==> src/rtl/life_pkg.sv <==
// Shared types and B3/S23 rule constants for the Game of Life engine.
package life_pkg;

    typedef enum logic [1:0] {IDLE, EVOLVE, COMMIT} life_state_t;

    localparam int NBR_W = 4;
    localparam logic [NBR_W-1:0] BIRTH_CNT   = 4'd3;
    localparam logic [NBR_W-1:0] SURVIVE_MIN = 4'd2;
    localparam logic [NBR_W-1:0] SURVIVE_MAX = 4'd3;

    function automatic logic cell_next(input logic alive, input logic [NBR_W-1:0] cnt);
        return alive ? (cnt >= SURVIVE_MIN && cnt <= SURVIVE_MAX) : (cnt == BIRTH_CNT);
    endfunction

endpackage

==> src/rtl/life_if.sv <==
// Control/status bus between a host and life_engine.
interface life_if #(
    parameter int ROWS  = 8,
    parameter int COLS  = 8,
    parameter int CNT_W = 16
);
    logic                 load;
    logic [ROWS*COLS-1:0] grid_in;
    logic                 step;
    logic                 start;
    logic                 stop;
    logic [ROWS*COLS-1:0] grid_out;
    logic                 busy;
    logic                 gen_done;
    logic [CNT_W-1:0]     gen_count;
    logic                 stable;
    logic                 empty;

    modport master (
        output load, grid_in, step, start, stop,
        input  grid_out, busy, gen_done, gen_count, stable, empty
    );

    modport slave (
        input  load, grid_in, step, start, stop,
        output grid_out, busy, gen_done, gen_count, stable, empty
    );
endinterface

==> src/rtl/life_row_evolve.sv <==
// Combinational next-row evaluator for one grid row.
// LIFE_WRAP_EN selects toroidal column edges; otherwise edges are dead.
module life_row_evolve
    import life_pkg::*;
#(
    parameter int COLS = 8
) (
    input  logic [COLS-1:0] above,
    input  logic [COLS-1:0] cur,
    input  logic [COLS-1:0] below,
    output logic [COLS-1:0] nxt
);
    // Padded bit j+1 holds row bit j; the MSB pad sits left of column 0.
    logic [COLS+1:0] pa, pc, pb;

`ifdef LIFE_WRAP_EN
    assign pa = {above[0], above, above[COLS-1]};
    assign pc = {cur[0],   cur,   cur[COLS-1]};
    assign pb = {below[0], below, below[COLS-1]};
`else
    assign pa = {1'b0, above, 1'b0};
    assign pc = {1'b0, cur,   1'b0};
    assign pb = {1'b0, below, 1'b0};
`endif

    for (genvar i = 0; i < COLS; i++) begin : g_cell
        logic [NBR_W-1:0] cnt;
        assign cnt = NBR_W'(pa[i]) + NBR_W'(pa[i+1]) + NBR_W'(pa[i+2])
                   + NBR_W'(pc[i])                   + NBR_W'(pc[i+2])
                   + NBR_W'(pb[i]) + NBR_W'(pb[i+1]) + NBR_W'(pb[i+2]);
        assign nxt[i] = cell_next(cur[i], cnt);
    end

endmodule

==> src/rtl/life_engine.sv <==
// Row-sequential Game of Life engine: one output row per clock, ROWS+1 cycles per generation.
// Define LIFE_WRAP_EN for toroidal edges; default is a dead boundary.
module life_engine
    import life_pkg::*;
#(
    parameter int ROWS  = 8,
    parameter int COLS  = 8,
    parameter int CNT_W = 16
) (
    input  logic clk,
    input  logic reset_n,
    life_if.slave bus
);
    localparam int RW = $clog2(ROWS);
    localparam logic [RW-1:0] LAST = RW'(ROWS - 1);

    life_state_t state, state_nxt;

    // Row r lives at index ROWS-1-r so the flat view matches the bus layout.
    logic [ROWS-1:0][COLS-1:0] grid, shadow;
    logic [RW-1:0]    rcnt, cur_idx;
    logic [COLS-1:0]  above, cur, below, row_nxt;
    logic             run, stop_lat, stable, empty;
    logic [CNT_W-1:0] gen_count;
    logic             same, zero, go_on;

    always_comb begin
        cur_idx = LAST - rcnt;
        cur     = grid[cur_idx];
        above   = '0;
        below   = '0;
        if (rcnt != '0)
            above = grid[cur_idx + RW'(1)];
`ifdef LIFE_WRAP_EN
        else
            above = grid[0];
`endif
        if (rcnt != LAST)
            below = grid[cur_idx - RW'(1)];
`ifdef LIFE_WRAP_EN
        else
            below = grid[LAST];
`endif
    end

    life_row_evolve #(.COLS(COLS)) u_row (
        .above (above),
        .cur   (cur),
        .below (below),
        .nxt   (row_nxt)
    );

    assign same  = (shadow == grid);
    assign zero  = (shadow == '0);
    assign go_on = run && !(stop_lat || bus.stop) && !same && !zero;

    always_comb begin
        state_nxt = state;
        case (state)
            IDLE:    if (!bus.load && (bus.step || bus.start)) state_nxt = EVOLVE;
            EVOLVE:  if (rcnt == LAST) state_nxt = COMMIT;
            COMMIT:  state_nxt = go_on ? EVOLVE : IDLE;
            default: state_nxt = IDLE;
        endcase
    end

    always_ff @(posedge clk or negedge reset_n) begin
        if (!reset_n) state <= IDLE;
        else          state <= state_nxt;
    end

    // Shadow content is don't-care after reset, so it carries no reset.
    always_ff @(posedge clk) begin
        if (state == EVOLVE) shadow[cur_idx] <= row_nxt;
    end

    always_ff @(posedge clk or negedge reset_n) begin
        if (!reset_n) begin
            grid      <= '0;
            rcnt      <= '0;
            run       <= 1'b0;
            stop_lat  <= 1'b0;
            gen_count <= '0;
            stable    <= 1'b0;
            empty     <= 1'b1;
        end else begin
            case (state)
                IDLE: begin
                    stop_lat <= 1'b0;
                    rcnt     <= '0;
                    if (bus.load) begin
                        grid      <= bus.grid_in;
                        gen_count <= '0;
                        stable    <= 1'b0;
                        empty     <= (bus.grid_in == '0);
                    end else if (bus.step) begin
                        run <= 1'b0;
                    end else if (bus.start) begin
                        run <= 1'b1;
                    end
                end
                EVOLVE: begin
                    rcnt <= (rcnt == LAST) ? '0 : rcnt + RW'(1);
                    if (bus.stop) stop_lat <= 1'b1;
                end
                COMMIT: begin
                    grid   <= shadow;
                    stable <= same;
                    empty  <= zero;
                    rcnt   <= '0;
                    if (gen_count != '1) gen_count <= gen_count + CNT_W'(1);
                    if (go_on) begin
                        if (bus.stop) stop_lat <= 1'b1;
                    end else begin
                        run      <= 1'b0;
                        stop_lat <= 1'b0;
                    end
                end
                default: ;
            endcase
        end
    end

    assign bus.grid_out  = grid;
    assign bus.busy      = (state != IDLE);
    assign bus.gen_done  = (state == COMMIT);
    assign bus.gen_count = gen_count;
    assign bus.stable    = stable;
    assign bus.empty     = empty;

endmodule

==> src/flat_wrapper.sv <==
// flat-port wrapper written by rule: the top's interface ports become plain ports
module life_engine_flat import life_pkg::*;
#(
    parameter int ROWS  = 8,
    parameter int COLS  = 8,
    parameter int CNT_W = 16
)
  (clk, reset_n, bus_load, bus_grid_in, bus_step, bus_start, bus_stop, bus_grid_out, bus_busy, bus_gen_done, bus_gen_count, bus_stable, bus_empty);
  life_if #(.ROWS(ROWS), .COLS(COLS), .CNT_W(CNT_W)) bus_i ();
  input  logic clk;
  input  logic reset_n;
  input wire logic [$bits(bus_i.load)-1:0] bus_load;
  input wire logic [$bits(bus_i.grid_in)-1:0] bus_grid_in;
  input wire logic [$bits(bus_i.step)-1:0] bus_step;
  input wire logic [$bits(bus_i.start)-1:0] bus_start;
  input wire logic [$bits(bus_i.stop)-1:0] bus_stop;
  output wire logic [$bits(bus_i.grid_out)-1:0] bus_grid_out;
  output wire logic [$bits(bus_i.busy)-1:0] bus_busy;
  output wire logic [$bits(bus_i.gen_done)-1:0] bus_gen_done;
  output wire logic [$bits(bus_i.gen_count)-1:0] bus_gen_count;
  output wire logic [$bits(bus_i.stable)-1:0] bus_stable;
  output wire logic [$bits(bus_i.empty)-1:0] bus_empty;
  assign bus_i.load = bus_load;
  assign bus_i.grid_in = bus_grid_in;
  assign bus_i.step = bus_step;
  assign bus_i.start = bus_start;
  assign bus_i.stop = bus_stop;
  assign bus_grid_out = bus_i.grid_out;
  assign bus_busy = bus_i.busy;
  assign bus_gen_done = bus_i.gen_done;
  assign bus_gen_count = bus_i.gen_count;
  assign bus_stable = bus_i.stable;
  assign bus_empty = bus_i.empty;
  life_engine #(.ROWS(ROWS), .COLS(COLS), .CNT_W(CNT_W)) u_core (.clk(clk), .reset_n(reset_n), .bus(bus_i));
endmodule
==> config.mk <==
export PLATFORM = sky130hd
export DESIGN_NAME = life_engine_flat
export DESIGN_NICKNAME = d
export VERILOG_FILES = /design/src/rtl/life_pkg.sv /design/src/rtl/life_if.sv /design/src/rtl/life_row_evolve.sv /design/src/rtl/life_engine.sv /design/src/flat_wrapper.sv
export SDC_FILE = /design/constraint.sdc
export NUM_CORES = 1
export LEC_CHECK = 0
export CAP_MARGIN = 20
export CELL_PAD_IN_SITES_DETAIL_PLACEMENT = 0
export CELL_PAD_IN_SITES_GLOBAL_PLACEMENT = 1
export CORE_MARGIN = 4
export CORE_UTILIZATION = 47
export DETAILED_ROUTE_END_ITERATION = 16
export GPL_ROUTABILITY_DRIVEN = 0
export PLACE_DENSITY = 0.95
export RECOVER_POWER = 100
export SLEW_MARGIN = 20
export SYNTH_ARGS = -nofsm -noshare
export SYNTH_HDL_FRONTEND = slang
export SYNTH_HIERARCHICAL = 1
export SYNTH_SLANG_ARGS = --single-unit
==> constraint.sdc <==
create_clock -name clk -period 12.92 [get_ports clk]
set_clock_uncertainty 0.15 [all_clocks]
set_input_delay 2.584 -clock clk [delete_from_list [all_inputs] [get_ports clk]]
set_output_delay 2.584 -clock clk [all_outputs]
set_load 0.02 [all_outputs]
==> reports/results.ini <==
[status]
status=finished with violations
violations=capacitance limit, slew limit

[timing]
slew_viol_final=320
setup_viol=0
worstMarginPinSlew_ns=4.68
max_freq_mhz=113
hold_viol=0
min_period_over_period_pct=68.5
slew-limit-headroom_pct=-212
period_needed_ns=8.85
tns_ns=0
rsz0062_at_grt=false

[route]
first_pass_iters=5
vias=8099
wl_per_cell_um=24.8
drt_iter0_markers=1239
routed_wl_um=32700
viasPerCell=6.13
drc=0
detail-route-antenna-nets=0

[global_routing]
grt_max_degree=129
antenna_found_initial=0
grt_pass1_vias=8037
track_usage_pct=27.7
grt_first_pass_wirelength_um=49600
grt_overflow=0

[clocking]
cts_sinks=153
numCtsBuffers=17
post_cts_buffers=0
cts-root-buf=clkbuf_16
htree_levels=4
clk_pin_slew_worst_paths_ns=0.07
cts_tree=built
cts_hold_buf=0
ctsResizeCount=0
clk-insertion-delay-late_ns=0.43
clock_path_buffers=2

[finish]
regArea_um2=4150
layout-drive-gt1-share_pct=7.55
fillers=1775
multi_input_area_um2=5360
fin_nets=1160
syn2layout_area_growth_pct=22.8
fin_area_um2=12300

[floorplan]
initial_core_util_pct=47.6
coreArea_um2=21000
row_count=53
ios=154
die_x_um=154
fp.dieH_um=154
die_area_um2=23600

[placement]
placed_area_um2=11800
port_buffers=153
dpl.hpwl_um=24900

[setup_path]
crit_end=u_core/shadow[43]
r2r-start=u_core/rcnt[0]
timing.rr.end=u_core/shadow[43]
startpoint=u_core/rcnt[0]
crit_path_end_kind=register
cp_max_fo=51
rrSetupSlack_ns=4.07
critical_path_class=reg2reg
arrival_ns=8.76
crit_required_ns=12.83
cp-start-kind=register
worstRegToRegCells=18

[logic_synthesis]
ys_ff_latch=153
syn_area_per_cell_um2=11.2
synth_edf_count=64
syn_inst=891
async_flop_share_pct=58.2
syn_area_um2=9970
syn-num-nets=1018
yosysSeqAreaShare_pct=41.6
synth-main-ff-cell=dfrtp_1
synth.distinct_cells=52
synth_warnings=6

[run]
maxCapViolCount=5

[worst_hold_path]
hp-class=reg2reg

[how the worst min path moves through the flow]
stage,startpoint,end,slack [ns],cells past startpoint
floorplan,u_core/stop_lat,u_core/stop_lat,0.31,2
global placement,u_core/bus.empty,u_core/bus.empty,0.32,2
detailed placement,u_core/run,u_core/run,0.33,1
CTS,u_core/run,u_core/run,0.35,1
global route,u_core/run,u_core/run,0.38,1
finish,u_core/stop_lat,u_core/stop_lat,0.35,2
[registers in the layout, summed over array words and instances, names as in the netlist]
name,flops
u_core/rcnt,3
u_core/bus.grid_out,64
u_core/bus.gen_count,16
u_core/run,1
u_core/bus.stable,1
u_core/stop_lat,1
u_core/shadow,64
u_core/state,2
u_core/bus.empty,1
[cells in the mapped netlist, types with 5 or more instances]
cell | instances | area [um2]
nor4_1 | 49 | 307
buf_2 | 20 | 100
nand4_1 | 10 | 62.6
mux4_2 | 41 | 923
a21oi_1 | 5 | 25.0
mux4_1 | 7 | 184
nand3_1 | 12 | 60.1
clkbuf_1 | 15 | 56.3
nor3_1 | 10 | 50.1
dfrtp_1 | 88 | 2200
edfxtp_1 | 64 | 1920
mux2i_1 | 83 | 831
nand2_1 | 109 | 409
a31oi_1 | 5 | 31.3
inv_1 | 68 | 255
xor2_1 | 67 | 587
buf_1 | 5 | 18.8
ha_1 | 29 | 363
nor2_1 | 52 | 195
o21ai_0 | 73 | 365
fa_1 | 28 | 561
xnor2_1 | 5 | 43.8
[per-layer routing]
metal,share of wire [%],track usage (%),vias up
li1,-,-,3505
met1,37,37.8,3919
met2,46,42.5,591
met3,13,7.88,84
met4,3.5,10.1,0
met5,0,0,-
[layout by cell type, fill, tap and decap left out, drive strengths merged, types with 10 or more instances in the layout]
cell type	count
nand3	12
fa	28
nor2	52
ha	29
nor3	10
o21ai	75
edfxtp	64
nand2	109
nor4	52
clkbuf	27
clkdlybuf4s50	67
xor2	67
inv	74
dfrtp	88
mux4	48
nand4	11
mux2i	83
dlygate4sd3	85
[logic make-up (layout without fill, tap and decap cells)]
kind of cell    count (synthesis)  count (layout)  synth area share, %
fa+ha+maj                      57              57                 9.26
other cells                     0               1                    0
simple gates                  263             263                 12.6
flops                         153             153                 41.6
mux                           131             131                 19.4
compound gates                105             105                 6.25
xor+xnor                       72              72                 6.32
buf+inv                       110             265                 4.49
[critical path, cell delays in order, from the launching register on]
cell and delay, ns:
dfrtp_2 0.36, clkbuf_1 2.42, inv_1 0.41, ha_1 0.41
ha_1 0.67, mux4_2 0.32, mux2i_1 0.09, nor2_1 0.25
inv_1 0.11, fa_1 0.56, fa_1 0.43, fa_1 0.43
inv_1 0.08, ha_1 0.17, inv_1 0.06, fa_1 0.38
nor2_1 0.11, a31oi_1 0.09, nor3_1 0.94
[final cells by class]
| type | instances | area share, % |
|---|---|---|
| multi-input cells | 628 | 43.7 |
| clock buffers | 17 | 3.47 |
| inverters | 69 | 2.11 |
| repair buffers | 164 | 12.8 |
| well taps | 275 | 2.81 |
| flip-flops and latches | 153 | 33.9 |
| diodes | 1 | 0.0204 |
| clock inverters | 15 | 1.13 |
[stage by stage]
stage | setup WS, ns | instances | utilization, % | hold slack (ns)
after CTS | 6.50 | 1320 | 58.8 | 0.349
after floorplan | 6.95 | 891 | - | 0.305
after global placement | 6.75 | 1288 | 56.1 | 0.320
after global routing | 3.29 | 1321 | 58.4 | 0.375
after detailed placement | 6.55 | 1288 | 56.1 | 0.334
final | 4.07 | 1322 | 58.5 | 0.352
Power is not shown: default switching activity piles up to over one toggle a cycle in this logic, so the estimate is an artifact.
